[src/rtl/hrange_stepped.sv]
// hrange_stepped: signed stepped range generator with per-value repeat and a ready/valid output.
module hrange_stepped #(
  parameter int WIDTH  = 32,
  parameter int REPEAT = 1
) (
  input  logic                    _clock,
  input  logic                    _reset,
  input  logic signed [WIDTH-1:0] base,
  input  logic signed [WIDTH-1:0] limit,
  input  logic signed [WIDTH-1:0] step,
  input  logic                    _start,
  input  logic                    _ready,
  output logic                    _valid,
  output logic                    _done,
  output logic signed [WIDTH-1:0] _out0,
  output logic        [WIDTH-1:0] _out1,
  output logic                    _last
);
  localparam int RW = $clog2(REPEAT + 1);
  typedef enum logic {S_DONE, S_EMIT} state_t;
  typedef logic signed [WIDTH:0] wide_t;
  function automatic wide_t add(input logic signed [WIDTH-1:0] v, input logic signed [WIDTH-1:0] s);
    return {v[WIDTH-1], v} + {s[WIDTH-1], s};
  endfunction
  // One extra bit keeps an overflowing next value out of range instead of wrapping.
  function automatic logic go(input wide_t v, input logic signed [WIDTH-1:0] l, input logic signed [WIDTH-1:0] s);
    wide_t lw;
    lw = {l[WIDTH-1], l};
    return s[WIDTH-1] ? (v > lw) : (|s ? (v < lw) : 1'b0);
  endfunction
  state_t                  state_q;
  logic signed [WIDTH-1:0] val_q, lim_q, step_q, val_d;
  logic        [WIDTH-1:0] ord_q;
  logic        [RW-1:0]    rep_q;
  logic                    valid_q, done_q, last_q;
  logic                    nxt_go, nxt_fin, cur_fin, base_go, base_fin, rep_end;
  wide_t                   nxt_w;
  always_comb begin
    nxt_w    = add(val_q, step_q);
    val_d    = nxt_w[WIDTH-1:0];
    nxt_go   = go(nxt_w, lim_q, step_q);
    cur_fin  = !nxt_go;
    nxt_fin  = !go(add(val_d, step_q), lim_q, step_q);
    base_go  = go({base[WIDTH-1], base}, limit, step);
    base_fin = !go(add(base, step), limit, step);
    rep_end  = rep_q == RW'(REPEAT - 1);
  end
  always_ff @(posedge _clock) begin
    if (_reset) begin
      state_q <= S_DONE;
      val_q   <= '0;
      lim_q   <= '0;
      step_q  <= '0;
      ord_q   <= '0;
      rep_q   <= '0;
      valid_q <= 1'b0;
      done_q  <= 1'b1;
      last_q  <= 1'b0;
    end else if (_start) begin
      lim_q   <= limit;
      step_q  <= step;
      val_q   <= base;
      ord_q   <= '0;
      rep_q   <= '0;
      valid_q <= base_go;
      done_q  <= !base_go;
      state_q <= base_go ? S_EMIT : S_DONE;
      last_q  <= base_go && REPEAT == 1 && base_fin;
    end else if (state_q == S_EMIT && _ready) begin
      if (!rep_end) begin
        rep_q  <= rep_q + RW'(1);
        last_q <= (rep_q + RW'(1) == RW'(REPEAT - 1)) && cur_fin;
      end else begin
        rep_q <= '0;
        if (nxt_go) begin
          val_q  <= val_d;
          ord_q  <= ord_q + 1'b1;
          last_q <= REPEAT == 1 && nxt_fin;
        end else begin
          state_q <= S_DONE;
          valid_q <= 1'b0;
          done_q  <= 1'b1;
        end
      end
    end
  end
  assign _valid = valid_q;
  assign _done  = done_q;
  assign _out0  = val_q;
  assign _out1  = ord_q;
  assign _last  = last_q;
endmodule
[config.mk]
export PLATFORM = sky130hd
export DESIGN_NAME = hrange_stepped
export DESIGN_NICKNAME = d
export VERILOG_FILES = /design/src/rtl/hrange_stepped.sv
export SDC_FILE = /design/constraint.sdc
export NUM_CORES = 1
export LEC_CHECK = 0
export ABC_AREA = 1
export BUFFER_PORTS_ARGS = -buffer_cell sky130_fd_sc_hd__buf_2
export CORE_MARGIN = 5
export CORE_UTILIZATION = 46
export CTS_CLUSTER_SIZE = 14
export DETAILED_ROUTE_END_ITERATION = 12
export PLACE_DENSITY = 0.77
export REMOVE_ABC_BUFFERS = 1
export SYNTH_ARGS = -nofsm -noshare
export SYNTH_HDL_FRONTEND = slang
export SYNTH_SLANG_ARGS = --single-unit
[constraint.sdc]
create_clock -name _clock -period 11.3 [get_ports _clock]
set_clock_uncertainty 0.15 [all_clocks]
set_input_delay 2.825 -clock _clock [delete_from_list [all_inputs] [get_ports _clock]]
set_output_delay 2.825 -clock _clock [all_outputs]
set_load 0.005 [all_outputs]
==> summary.md <==
| Metric | Value |
|---|---|
| Outcome | complete, no violations |
| Setup TNS | 0 ns |
| CTS Buf Count | 17 |
| Slew margin rel. | 25.1% |
| Pleak | 8.27 nW |
| I/O Pins | 167 |
| H-Tree Depth | 4 |
| Main combinational cell family by area after synthesis | simple AND/OR/NAND/NOR gates |
| Cell depth of the worst flop-to-flop path | 32 |
| Hold_sp | _out1[30]$_SDFFE_PP0P_ |
| Vias in the first global route | 15900 |
| Syn Inst Count | 2338 |
| CTS root buffer | clkbuf_16 |
| Initial Util | 46.1% |
| Aggregate global routing overflow | 0 |
| Post-CTS setup buffers | 0 |
| Async set-reset flop share out of synthesis | 0% |
| Gpl congestion | 1.00 |
| GRT Total Usage | 30.7% |
| Hold crit path type | reg -> reg |
| Number of routed nets with antenna violations | 0 |
| Routed WL | 56.9 mm |
| Dominant cell type by area after synthesis | ha_1 |
| Post-CTS Resized | 0 |
| Area growth from synthesis to layout | 11.8% |
| Vias per inst | 5.69 |
| Netlist cell types | 45 |
| 1st-iter DRT viols | 1350 |
| Adder-cell share of the synthesized area | 19.7% |
| Compound-Gate Fraction of Synth Area | 17.1% |
| DR vias | 16700 |
| Largest net degree at the start of global routing | 74 |
| Die Width | 190 um |
| IO buf count | 166 |
| CP arrival | 6.47 ns |
| Drt drc | 0 |
| Seq/Total Area, Yosys | 17.6% |
| FF+latch count, synth | 131 |
| Xor and xnor area share after synthesis | 6.11% |
| Crit path kind | in -> reg |
| Rows | 66 |
| Synthesized area | 14900 sq um |
| Die H | 190 um |
| Final max-slew violation count | 0 |
| Final setup fails | 0 |
| Avg Cell Area, Syn | 6.37 sq um |
| Hold Path End | _out1[30]$_SDFFE_PP0P_ |
| Share of layout cells above drive strength 1 | 9.45% |
| WP data required | 11.50 ns |
| Power Density | 124 nW/um^2 |
| Max-Cap Viols | 0 |
| Final hold violations | 0 |
| RSZ-0062 raised after global routing | no |
| Fill count | 3346 |
| Die ar. | 36100 sq um |
| Most common cell after layout, fill and taps aside | nand2_1 |
| First-pass GRT wire length | 86.9 mm |
| DRT Pass-1 Iters | 6 |
| Maximum clock insertion buffer count | 2 |
| Worst Setup Start Kind | input pin |
| Antenna violations before repair | 1 |
| Cell Area, Placed | 16100 sq um |
| Sink Count | 131 |
| Min Tclk post-route | 6.28 ns |
| Slew @ Worst Pin | 1.12 ns |
| Critical R2R Launch | step_q[0]$_SDFFE_PP0P_ |
| Min-Delay Path Depth | 2 |
| Final worst path period share | 55.5% |
| R2R setup slack | 5.23 ns |
| Fmax | 159 MHz |
| Drt wl/cell | 19.4 um |
| Synth Area in Simple Gates | 31.5% |
| Crit end category | register |
| Synth Flop Type | dfxtp_1 |
| Post-synthesis mux area share | 0% |
| Worst-path fanout max | 5 |
| CTS tree | done |
| Syn. warnings | 0 |
| Clk_lat worst skew | 0.45 ns |
| Worst r2r dst | _out1[9]$_SDFFE_PP0P_ |
| CTS Hold Buffers Added | 0 |
| Worst IR Drop VDD | 0.000118 V |
| Dpl hpwl | 46.7 mm |
| Core Area | 32300 sq um |
| Number of synthesized flops with an enable pin | 0 |
| Clock transition at path regs | 0.07 ns |
| Top cells by area, synth | ha_1 (19%), dfxtp_1 (18%), nand2_1 (15%) |
| Design area | 16700 sq um |
| Nets | 2808 |
| Commonest cells after routing, fill and taps aside | nand2_1 (585), a21oi_1 (275), inv_1 (243) |
| Synth top area share | 19.3% |
==> registers in the layout, indices dropped and copies added (netlist names) <==
name,count
_done,1
_out1,32
_out0,32
lim_q,32
step_q,32
state_q,1
_last,1
==> cells in the mapped netlist (2+ instances only) <==
cell type	count
nand3_1	134
o21a_1	14
fa_1	3
buf_2	6
a31oi_1	2
a21o_1	10
nand2_1	585
nand4_1	32
nor2_1	220
a21boi_0	4
buf_8	2
nand3_2	23
dfxtp_1	131
buf_1	7
nor3b_1	2
o2111ai_1	2
buf_4	3
a221oi_1	3
xnor2_1	27
o21ai_1	7
nand2_2	3
nand3b_1	5
inv_2	2
clkbuf_1	32
o21ai_0	146
o221ai_1	4
inv_1	243
a21oi_1	275
and2_1	16
xor2_1	77
o21bai_1	5
a211oi_1	2
nor3_1	39
buf_6	4
ha_1	230
nor4_1	28
o31ai_1	2
==> stage by stage <==
step           setup WS (ns)  utilization [%]  instances  hold slack (ns)  power (mW)
6_report                5.02             51.6       2932            0.332        2.07
3_5_place_dp            4.59             49.7       2898            0.322        1.46
4_1_cts                 5.06             51.6       2930            0.333        2.05
5_1_grt                 4.64             51.6       2931            0.352        2.21
3_3_place_gp            4.67             49.7       2898            0.321        1.44
2_1_floorplan           5.26                -       2284            0.321        1.17
==> layout make-up <==
| cell class | count | area, sq um | share of cell area [%] |
|---|---|---|---|
| well taps | 442 | 553 | 3.32 |
| clock buffers | 18 | 439 | 2.64 |
| flip-flops and latches | 131 | 2620 | 15.7 |
| multi-input cells | 1908 | 11100 | 66.5 |
| diodes | 2 | 5.00 | 0.0300 |
| clock inverters | 14 | 163 | 0.976 |
| repair buffers | 172 | 878 | 5.27 |
| inverters | 245 | 921 | 5.53 |
==> routing by layer <==
layer | track usage [%] | vias to the layer above | routed length (um)
met3 | 4.62 | 99 | 4550
met5 | 0 | - | 0
li1 | - | 8167 | -
met4 | 9.96 | 0 | 1680
met1 | 41.3 | 7759 | 24600
met2 | 50.5 | 672 | 26000
==> logic make-up (layout without fill, tap and decap cells) <==
family,after synthesis,after routing
other,0,2
AND/OR/NAND/NOR,1091,1091
buffers and inverters,299,449
XOR/XNOR,104,104
AO/OA/AOI/OAI,480,480
flip-flops,131,131
adder cells (fa/ha/maj),233,233
==> how the worst max path moves through the flow <==
stage | startpoint | end | slack [ns] | cells after the start
after floorplan | base[0] | _last$_SDFFE_PP0P_ | 5.26 | 26
final | base[0] | _last$_SDFFE_PP0P_ | 5.02 | 27
after CTS | base[0] | _last$_SDFFE_PP0P_ | 5.06 | 27
after detailed placement | base[0] | _last$_SDFFE_PP0P_ | 4.59 | 27
after global placement | base[0] | _last$_SDFFE_PP0P_ | 4.67 | 27
after global routing | base[0] | _last$_SDFFE_PP0P_ | 4.64 | 27
==> power by group <==
group          internal, mW  total, mW  switching, mW
registers             0.491      0.528         0.0373
clock network         0.338      0.596          0.258
logic                 0.338      0.945          0.607
total                  1.17       2.07          0.903
==> worst max-delay path: stages <==
cell	delay (ns)
buf_2	0.12
ha_1	0.23
fa_1	0.41
nand3_1	0.08
nand3_1	0.10
nand2_1	0.08
nand2_1	0.04
o21ai_0	0.18
o21ai_1	0.20
nand2_1	0.11
nand2_1	0.16
nand3_1	0.12
nand2_1	0.07
xnor2_1	0.16
inv_1	0.06
ha_1	0.35
nand2_1	0.11
nor4_1	0.37
a21oi_1	0.17
nand2_1	0.11
nand2_1	0.06
nand3_1	0.06
nand2_1	0.05
inv_1	0.05
nor2_1	0.04
nor2_1	0.10
nor2_1	0.05
Note: power is estimated with default switching activity, not from simulation.
